File: src/rtl/fc_pkg.sv
// fc_pkg: shared types and helpers for the sequential fully-connected
// classifier (fc_seq_argmax) and its argmax datapath (argmax_seq).
//   state_t  - controller states
//   clog2w   - index/address width helper, never narrower than 1 bit
//   sat_add  - signed add clamped to a w-bit two's complement range
package fc_pkg;

  typedef enum logic [1:0] {
    S_IDLE,
    S_ACC,
    S_CMP,
    S_DONE
  } state_t;

  // Width needed to index n items; a 1-entry range still needs one bit.
  function automatic int clog2w(input int n);
    return (n > 1) ? $clog2(n) : 1;
  endfunction

  // Operands arrive already sign-extended to 64 bits, so the raw sum cannot
  // overflow for any practical accumulator width; only the clamp matters.
  function automatic logic signed [63:0] sat_add(input logic signed [63:0] a,
                                                 input logic signed [63:0] b,
                                                 input int w);
    logic signed [63:0] s;
    logic signed [63:0] hi;
    logic signed [63:0] lo;
    s  = a + b;
    hi = (64'sd1 <<< (w - 1)) - 64'sd1;
    lo = -(64'sd1 <<< (w - 1));
    if (s > hi) return hi;
    if (s < lo) return lo;
    return s;
  endfunction

endpackage

File: src/rtl/argmax_seq.sv
// argmax_seq: sequential signed argmax over N_OUT accumulator values.
// Ports:
//   clk, rst_n  - clock, asynchronous active-low reset
//   start       - one-cycle strobe; vals must be final from this cycle on
//   vals        - packed values, class c at [c*ACC_W +: ACC_W]
//   done        - high in the cycle that examines the last class
//   idx         - winning index (valid after the done cycle)
//   none        - tie for the maximum seen and TIE_LOWEST=0
// One class is examined per cycle: c=1 in the start cycle, then 2..N_OUT-1.
// Requires N_OUT >= 2.
module argmax_seq import fc_pkg::*; #(
  parameter  int N_OUT      = 10,
  parameter  int ACC_W      = 10,
  parameter  int TIE_LOWEST = 1,
  localparam int IDX_W      = clog2w(N_OUT)
) (
  input  logic                     clk,
  input  logic                     rst_n,
  input  logic                     start,
  input  logic [N_OUT*ACC_W-1:0]   vals,
  output logic                     done,
  output logic [IDX_W-1:0]         idx,
  output logic                     none
);

  logic                    busy_reg;
  logic [IDX_W-1:0]        cnt_reg;
  logic [IDX_W-1:0]        idx_reg;
  logic                    tie_reg;
  logic signed [ACC_W-1:0] best_reg;

  logic                    active;
  logic [IDX_W-1:0]        cur_c;
  logic [IDX_W-1:0]        cur_idx;
  logic                    cur_tie;
  logic signed [ACC_W-1:0] cur_best;
  logic signed [ACC_W-1:0] cand;
  logic signed [ACC_W-1:0] best_next;
  logic [IDX_W-1:0]        idx_next;
  logic                    tie_next;

  always_comb begin
    active   = start | busy_reg;
    // In the start cycle the running best is seeded from class 0 directly,
    // saving a separate load cycle.
    cur_c    = start ? IDX_W'(1) : cnt_reg;
    cur_best = start ? $signed(vals[ACC_W-1:0]) : best_reg;
    cur_idx  = start ? '0 : idx_reg;
    cur_tie  = start ? 1'b0 : tie_reg;
    cand     = $signed(vals[cur_c*ACC_W +: ACC_W]);

    best_next = cur_best;
    idx_next  = cur_idx;
    tie_next  = cur_tie;
    if (cand > cur_best) begin
      best_next = cand;
      idx_next  = cur_c;
      tie_next  = 1'b0;
    end else if (cand == cur_best) begin
      tie_next = 1'b1;
    end

    done = active && (cur_c == IDX_W'(N_OUT - 1));
  end

  always_ff @(posedge clk or negedge rst_n) begin
    if (!rst_n) begin
      busy_reg <= 1'b0;
      cnt_reg  <= '0;
      idx_reg  <= '0;
      tie_reg  <= 1'b0;
      best_reg <= '0;
    end else if (active) begin
      best_reg <= best_next;
      idx_reg  <= idx_next;
      tie_reg  <= tie_next;
      if (done) begin
        busy_reg <= 1'b0;
      end else begin
        busy_reg <= 1'b1;
        cnt_reg  <= cur_c + IDX_W'(1);
      end
    end
  end

  assign idx  = idx_reg;
  assign none = (TIE_LOWEST == 0) ? tie_reg : 1'b0;

endmodule

File: src/rtl/fc_seq_argmax.sv
// fc_seq_argmax: time-multiplexed final fully-connected layer + argmax.
// Ports:
//   clk, rst_n           - clock, asynchronous active-low reset
//   in_valid/in_ready    - activation vector handshake; in_data element i at
//                          [i*IN_W +: IN_W], signed
//   cfg_we/addr/data     - weight/bias write; addr = class*(N_IN+1)+j,
//                          j=N_IN selects the bias; accepted only in IDLE
//   out_valid/out_ready  - result handshake
//   out_onehot, out_idx  - winner (zero when there is no winner)
//   out_none             - no unique winner (TIE_LOWEST=0 only)
//   cfg_err              - sticky, a write arrived while busy
module fc_seq_argmax import fc_pkg::*; #(
  parameter  int N_IN       = 32,
  parameter  int N_OUT      = 10,
  parameter  int IN_W       = 4,
  parameter  int WT_W       = 4,
  parameter  int ACC_W      = 10,
  parameter  int TIE_LOWEST = 1,
  localparam int ADDR_W     = clog2w(N_OUT * (N_IN + 1)),
  localparam int IDX_W      = clog2w(N_OUT)
) (
  input  logic                   clk,
  input  logic                   rst_n,
  input  logic                   in_valid,
  output logic                   in_ready,
  input  logic [N_IN*IN_W-1:0]   in_data,
  input  logic                   cfg_we,
  input  logic [ADDR_W-1:0]      cfg_addr,
  input  logic [ACC_W-1:0]       cfg_data,
  output logic                   out_valid,
  input  logic                   out_ready,
  output logic [N_OUT-1:0]       out_onehot,
  output logic [IDX_W-1:0]       out_idx,
  output logic                   out_none,
  output logic                   cfg_err
);

  localparam int CNT_W = clog2w(N_IN);
  localparam int P_W   = IN_W + WT_W;
  localparam int ROW   = N_IN + 1;

  state_t state_reg, state_next;

  logic [CNT_W-1:0]        cnt_reg;
  logic                    cmp_start_reg;
  logic                    cfg_err_reg;
  logic signed [IN_W-1:0]  in_reg   [N_IN];
  logic signed [WT_W-1:0]  w_reg    [N_OUT][N_IN];
  logic signed [ACC_W-1:0] bias_reg [N_OUT];
  logic signed [ACC_W-1:0] acc_reg  [N_OUT];

  logic                     accept;
  logic                     cfg_wr;
  logic                     last_in;
  logic signed [IN_W-1:0]   cur_in;
  logic [N_OUT*ACC_W-1:0]   acc_flat;
  logic [N_OUT*ACC_W-1:0]   acc_next_flat;
  logic                     cmp_done;
  logic [IDX_W-1:0]         res_idx;
  logic                     res_none;

  assign accept  = in_valid && (state_reg == S_IDLE);
  assign cfg_wr  = cfg_we && (state_reg == S_IDLE);
  assign last_in = (cnt_reg == CNT_W'(N_IN - 1));
  assign cur_in  = in_reg[cnt_reg];

  // ---------------- controller ----------------
  always_ff @(posedge clk or negedge rst_n) begin
    if (!rst_n) state_reg <= S_IDLE;
    else        state_reg <= state_next;
  end

  always_comb begin
    state_next = state_reg;
    in_ready   = 1'b0;
    out_valid  = 1'b0;
    case (state_reg)
      S_IDLE: begin
        in_ready = 1'b1;
        if (in_valid) state_next = S_ACC;
      end
      S_ACC:  if (last_in) state_next = S_CMP;
      S_CMP:  if (cmp_done) state_next = S_DONE;
      S_DONE: begin
        out_valid = 1'b1;
        if (out_ready) state_next = S_IDLE;
      end
      default: state_next = S_IDLE;
    endcase
  end

  always_ff @(posedge clk or negedge rst_n) begin
    if (!rst_n) begin
      cnt_reg       <= '0;
      cmp_start_reg <= 1'b0;
      cfg_err_reg   <= 1'b0;
    end else begin
      // Fires in the first CMP cycle, once the final input has been summed.
      cmp_start_reg <= (state_reg == S_ACC) && last_in;
      if (accept)
        cnt_reg <= '0;
      else if ((state_reg == S_ACC) && !last_in)
        cnt_reg <= cnt_reg + CNT_W'(1);
      if (cfg_we && (state_reg != S_IDLE))
        cfg_err_reg <= 1'b1;
    end
  end

  assign cfg_err = cfg_err_reg;

  // ---------------- input latch ----------------
  always_ff @(posedge clk) begin
    if (accept) begin
      for (int i = 0; i < N_IN; i++)
        in_reg[i] <= $signed(in_data[i*IN_W +: IN_W]);
    end
  end

  // ---------------- weight / bias store ----------------
  always_ff @(posedge clk or negedge rst_n) begin
    if (!rst_n) begin
      for (int c = 0; c < N_OUT; c++) begin
        bias_reg[c] <= '0;
        for (int j = 0; j < N_IN; j++) w_reg[c][j] <= '0;
      end
    end else if (cfg_wr) begin
      for (int c = 0; c < N_OUT; c++) begin
        for (int j = 0; j < N_IN; j++)
          if (cfg_addr == ADDR_W'(c * ROW + j))
            w_reg[c][j] <= $signed(cfg_data[WT_W-1:0]);
        if (cfg_addr == ADDR_W'(c * ROW + N_IN))
          bias_reg[c] <= $signed(cfg_data);
      end
    end
  end

  // ---------------- per-class MAC ----------------
  for (genvar gi = 0; gi < N_OUT; gi++) begin : g_mac
    logic signed [P_W-1:0]   prod;
    logic signed [ACC_W-1:0] sum;
    assign prod = P_W'(cur_in) * P_W'(w_reg[gi][cnt_reg]);
    assign sum  = ACC_W'(sat_add(64'(acc_reg[gi]), 64'(prod), ACC_W));
    assign acc_next_flat[gi*ACC_W +: ACC_W] = sum;
    assign acc_flat[gi*ACC_W +: ACC_W]      = acc_reg[gi];
  end

  always_ff @(posedge clk or negedge rst_n) begin
    if (!rst_n) begin
      for (int c = 0; c < N_OUT; c++) acc_reg[c] <= '0;
    end else if (accept) begin
      // A bias written in the accept cycle is forwarded so the new vector
      // sees it, matching the weights which are only read from next cycle.
      for (int c = 0; c < N_OUT; c++)
        acc_reg[c] <= (cfg_wr && (cfg_addr == ADDR_W'(c * ROW + N_IN)))
                      ? $signed(cfg_data) : bias_reg[c];
    end else if (state_reg == S_ACC) begin
      for (int c = 0; c < N_OUT; c++)
        acc_reg[c] <= $signed(acc_next_flat[c*ACC_W +: ACC_W]);
    end
  end

  // ---------------- argmax ----------------
  argmax_seq #(
    .N_OUT     (N_OUT),
    .ACC_W     (ACC_W),
    .TIE_LOWEST(TIE_LOWEST)
  ) u_argmax (
    .clk  (clk),
    .rst_n(rst_n),
    .start(cmp_start_reg),
    .vals (acc_flat),
    .done (cmp_done),
    .idx  (res_idx),
    .none (res_none)
  );

  // Result registers live in argmax_seq and only move during CMP, so these
  // are stable for the whole DONE state; gating keeps them zero elsewhere.
  assign out_none   = out_valid && res_none;
  assign out_idx    = (out_valid && !res_none) ? res_idx : '0;
  assign out_onehot = (out_valid && !res_none) ? (N_OUT'(1) << res_idx) : '0;

endmodule

File: config.mk
export PLATFORM = sky130hd
export DESIGN_NAME = fc_seq_argmax
export DESIGN_NICKNAME = d
export VERILOG_FILES = /design/src/rtl/fc_pkg.sv /design/src/rtl/argmax_seq.sv /design/src/rtl/fc_seq_argmax.sv
export SDC_FILE = /design/constraint.sdc
export NUM_CORES = 2
export LEC_CHECK = 0
export CAP_MARGIN = 20
export CORE_ASPECT_RATIO = 0.5
export CORE_MARGIN = 2
export CORE_UTILIZATION = 45
export CTS_CLUSTER_DIAMETER = 80
export CTS_CLUSTER_SIZE = 10
export DETAILED_ROUTE_END_ITERATION = 10
export SLEW_MARGIN = 10
export SYNTH_ARGS = -nofsm -noshare
export SYNTH_HDL_FRONTEND = slang
export SYNTH_HIERARCHICAL = 1
export SYNTH_SLANG_ARGS = --single-unit
File: constraint.sdc
create_clock -name clk -period 7.69 [get_ports clk]
set_input_delay 1.538 -clock clk [delete_from_list [all_inputs] [get_ports clk]]
set_output_delay 1.538 -clock clk [all_outputs]
set_load 0.03 [all_outputs]
# Yosys cells after proc, flatten, opt, wreduce, memory -nomap -nowiden
# Memories as Yosys holds them, arrays and structs flattened.
# Index checks and enable logic that the tools add are counted.
# op_classes
addsub	12
mul	11
order_cmp	22
n_eq_ne	338
n_shift	2
mux	131
bitwise_logic	3
reduce_logical	356
# ops
op	count
9-bit by 8-bit equality test with 1-bit output (second input constant)	128
9-bit equality test (second input constant)	74
2-bit AND reduction	332
9-bit by 7-bit equality test with 1-bit output (second input constant)	64
10-bit two-way mux	53
9-bit by 6-bit equality test with 1-bit output (second input constant)	32
4-bit binary-select mux with 5-bit select	10
100-bit two-way mux	2
9-bit by 5-bit equality test with 1-bit output (second input constant)	16
10-bit by 8-bit adder with 11-bit output	10
11-bit by 10-bit greater-than comparator with 1-bit output (second input constant)	10
11-bit by 10-bit less-than comparator with 1-bit output (second input constant)	10
100-bit by 9-bit indexed part select with 10-bit output	1
4-bit two-way mux	24
4-bit by 4-bit multiplier with 8-bit output	10
9-bit by 4-bit equality test with 1-bit output (second input constant)	8
9-bit by 3-bit equality test with 1-bit output (second input constant)	4
1-bit two-way mux	35
9-bit by 2-bit equality test with 1-bit output (second input constant)	2
1-bit logical AND	16
10-bit greater-than comparator	1
5-bit two-way mux	2
1-bit by 4-bit << shifter with 10-bit output (first input constant)	1
9-bit by 1-bit equality test with 1-bit output (second input constant)	1
19 further kinds	29
# totals
regBits	1508
ram_bits	128
input_bits	152
n_memories	1
# memory_table
name	depth	word_bits	read_ports	rd_clocked_by_memory_dff	wr	line_no	source
in_reg	32	4	1	0	32	fc_seq_argmax.sv:47	logic signed [IN_W-1:0] in_reg [N_IN];

# Longest topological paths before layout
# logic_depth
ltp_word	13
mapped_depth	25
mapped_depth_nobuf	20

# Cells and area by module
# Netlist, hierarchy kept.
# by_module_without_submodules
module	n_inst	cells_each	area_each_um2
fc_seq_argmax	1	6428	85426.9
argmax_seq	1	244	2077.0

# Worst setup path after synthesis
# Ideal clock, no wire load.
# synth_path
kind	in2reg
start	in in_valid
end	mem in_reg[0][0] (enable)
setup_time_ps	542
arrival_ps	5986
required_time_ps	7148
slack_ps	1162
path_stages	5
cell_sequence	nand2_1 inv_1 clkbuf_1 clkbuf_1 buf_1
# synth_lines
element	line_no	source
start, declared	fc_seq_argmax.sv:24	input logic in_valid,
end, declared	fc_seq_argmax.sv:47	

==> metrics.md <==
| Metric | Value |
|---|---|
| Status | `finished, final reports clean` |
| Cell family with the largest share of critical-path delay | `adder cells` |
| Pre-CTS setup slack | `0.8055 ns` |
| Dpl cells | `9188` |
| Clock period minus worst slack | `~7 ns` |
| Clk_lat worst skew | `0.83 ns` |
| Routed vias | `~55k` |
| Post-synth cell types | `80` |
| WP data arrival | `slightly below 8 ns` |
| Clk sinks | `1636` |
| Syn Area/Cell | `13.12 um2` |
| Io pins | `170` |
| Worst-path cell chain | `buf_4, mux4_2, mux2i_1, nor2_1, nor3_4, buf_4, nor2_1, ha_1, fa_1, inv_1, fa_1, inv_1, ha_1, a21oi_1, mux2_2, o32ai_1, nand3_1, a22oi_1` |
| Top achievable clock speed | `143.1 MHz` |
| HPWL after DPL | `approximately 170 mm` |
| Drt total wl | `245.4 mm` |
| Asr flop ratio synth | `0.9218` |
| All-layer global routing usage | `0.2496` |
| Reg area | `41600 um2` |
| Starting Density | `0.4527` |
| Slew headroom | `0.2347` |
| GRT overflow | `0` |
| Clk root buf | `clkbuf_16` |
| Critical path launch point type | `register` |
| Setup Skew | `0.07342 ns` |
| Drt initial violations | `4384` |
| Crit path kind | `reg2reg` |
| Pleak | `0.04541 uW` |
| Cts hold-fix bufs | `0` |
| First-pass GRT wire length | `374.2 mm` |
| PD cells | `between 300 and 400 nW/um2` |
| ANT nets after route | `0` |
| Crit Path Max Fanout | `50` |
| Slowest cell delay on critical path | `0.93 ns` |
| Final WS setup | `0.7003 ns` |
| Placer Congestion | `0.8940` |
| Commonest non-fill, non-tap cell in the layout | `dfrtp_1` |
| Via/cell ratio | `5.874` |
| Final-report hold violation count | `0` |
| Chip Height | `about 320 um` |
| Unrepaired setup endpoints after global routing | `false` |
| Yosys Warn Count | `6` |
| Period utilization | `0.9089` |
| Slew @ Worst Pin | `1.145 ns` |
| Fillers | `16.41k` |
| Synthesized instance count | `6672` |
| Row count | `114` |
| Clock slew at reported path FFs | `approximately 0.060 ns` |
| CP max-delay cell | `o32ai_1` |
| Primary FF master, synth | `dfrtp_1` |
| Final nets | `7362` |
| Worst VDD drop | `0.0003589 V` |
| Drt pass-1 iters | `6` |
| Worst Path Buf+Inv | `4` |
| #FFs+latches synth | `1636` |
| Max_cap viols | `0` |
| Vias in the first global route | `approximately 59k` |
| Setup_tns | `0 ns` |
| Die span in x | `627.6 um` |
| Residual DRC | `0` |
| Design area | `around 97000 um2` |
| Htree depth | `4` |
| Fin cells | `9408` |
| Die area | `198200 um2` |
| Number of enable flip-flop cells after synthesis | `128` |
| Max FFs per register | `1280` |
| TritonCTS clock tree | `yes` |
| Port Buffer Count | `168` |
| Sequential fraction of the synthesis area | `0.4752` |
| Largest net degree at the start of global routing | `192` |
| Post-synthesis net count | `7262` |
| Initial antenna violation count | `19` |
| TritonCTS Buffers | `189` |
| Multi-input logic area | `approximately 43000 um2` |
| Final setup fails | `0` |
| Worst setup EP type | `register` |
| Post-CTS setup repair buffer count | `0` |
| Clk buf depth | `4` |
| Worst min path class | `reg2reg` |
| Core box area | `193300 um2` |
| PostCTS Resize Cnt | `0` |
| Share of cells above drive strength 1 | `0.3141` |
| Drt wl/cell | `26.08 um` |
| Worst path required time | `8.39 ns` |
| P&R area growth vs syn | `11.19%` |
| Area after detailed placement | `around 92000 um2` |
| Commonest non-fill, non-tap cells in the layout | `1503 x dfrtp_1, 1346 x mux2_2, 430 x nand2_1` |
| Slew Limit Fails | `0` |
| Cell area after synthesis | `87500 um2` |
==> worst register-to-register path, cell delays in order, from the launching register on <==
cell	delay, ns
dfrtp_4	0.81
buf_4	0.50
mux4_2	0.38
mux2i_1	0.14
nor2_1	0.08
nor3_4	0.23
buf_4	0.62
nor2_1	0.30
ha_1	0.38
fa_1	0.54
inv_1	0.05
fa_1	0.48
inv_1	0.05
ha_1	0.35
a21oi_1	0.29
mux2_2	0.39
o32ai_1	0.93
nand3_1	0.18
a22oi_1	0.22
==> metrics by stage <==
step | utilization | hold slack [ns] | total power (uW)
detailed placement | 0.4779 | 0.4675 | 29040
CTS | 0.5031 | 0.4847 | 36890
global placement | 0.4775 | 0.4500 | 28510
finish | 0.5034 | 0.4841 | 36820
floorplan | - | 0.4524 | 23720
global route | 0.5034 | 0.4900 | 39590
==> per-layer routing <==
metal / global-route usage / share of wire / vias up
met4: 0.05773 / 0.022 / 0
li1: - / - / 23960
met2: 0.3901 / 0.45 / 1467
met5: 0 / 0 / -
met3: 0.05149 / 0.065 / 357
met1: 0.3595 / 0.46 / 29480
==> layout make-up <==
cell class | instances | share of cell area
repair buffers | 329 | 0.03379
clock inverters | 2 | 0.0001800
inverters | 419 | 0.01624
well taps | 2610 | 0.03356
multi-input cells | 4197 | 0.4386
clock buffers | 210 | 0.04996
diodes | 5 | 0.0001286
flip-flops and latches | 1636 | 0.4275
==> cell usage after synthesis (13+ instances only) <==
cell | instances | share of area
buf_1 | 26 | 0.0011
o211ai_1 | 29 | 0.0025
nand2b_1 | 53 | 0.0038
xor2_1 | 14 | 0.0014
clkbuf_1 | 267 | 0.011
nand2_1 | 431 | 0.018
mux2_2 | 1346 | 0.17
o21ai_0 | 75 | 0.0043
ha_1 | 238 | 0.034
nor3b_1 | 32 | 0.0027
or2_1 | 32 | 0.0023
nand4_1 | 31 | 0.0022
and2_1 | 13 | 0.00093
mux2_1 | 43 | 0.0055
nor3_1 | 66 | 0.0038
edfxtp_1 | 128 | 0.044
a22oi_1 | 65 | 0.0056
nor2_1 | 330 | 0.014
inv_1 | 418 | 0.018
a211oi_1 | 69 | 0.0059
nand3_1 | 98 | 0.0056
a221o_1 | 29 | 0.0033
a21o_1 | 27 | 0.0023
nor2b_1 | 48 | 0.0034
mux4_2 | 342 | 0.088
buf_4 | 19 | 0.0016
dfrtp_1 | 1508 | 0.43
buf_2 | 100 | 0.0057
fa_1 | 200 | 0.046
mux2i_1 | 218 | 0.025
xnor2_1 | 46 | 0.0046
a21oi_1 | 146 | 0.0084
==> power breakdown <==
group	total [uW]	switching [uW]	internal, uW	leakage [uW]
sequential	10100	685	9400	0.0220
clock	7750	3360	4380	0.00239
combinational	19000	11500	7520	0.0210
==> kinds of logic after synthesis <==
family          count (synthesis)  share of synthesized area
xor+xnor                       60                   0.006006
simple gates                 1232                    0.06665
compound gates                504                    0.03846
other cells                     1                 0.00004286
buf+inv                       839                    0.03892
flops                        1636                     0.4752
fa+ha+maj                     438                    0.07979
mux                          1962                     0.2950
==> worst paths after layout <==
kind	start	end	slack [ns]	cells past startpoint
hold / removal	w_reg[601]$_DFFE_PN0P_	w_reg[601]$_DFFE_PN0P_	0.48	1
min in group asynchronous	rst_n	w_reg[518]$_DFFE_PN0P_	0.66	1
max in group asynchronous	rst_n	w_reg[1111]$_DFFE_PN0P_	5.29	3
setup / recovery	cnt_reg[1]$_DFFE_PN0P_	acc_flat[38]$_DFFE_PN0P_	0.70	18
setup reg to reg	cnt_reg[1]$_DFFE_PN0P_	acc_flat[38]$_DFFE_PN0P_	0.70	18
hold reg to reg	w_reg[601]$_DFFE_PN0P_	w_reg[601]$_DFFE_PN0P_	0.48	1
Note: power is estimated with default switching activity, not from simulation.
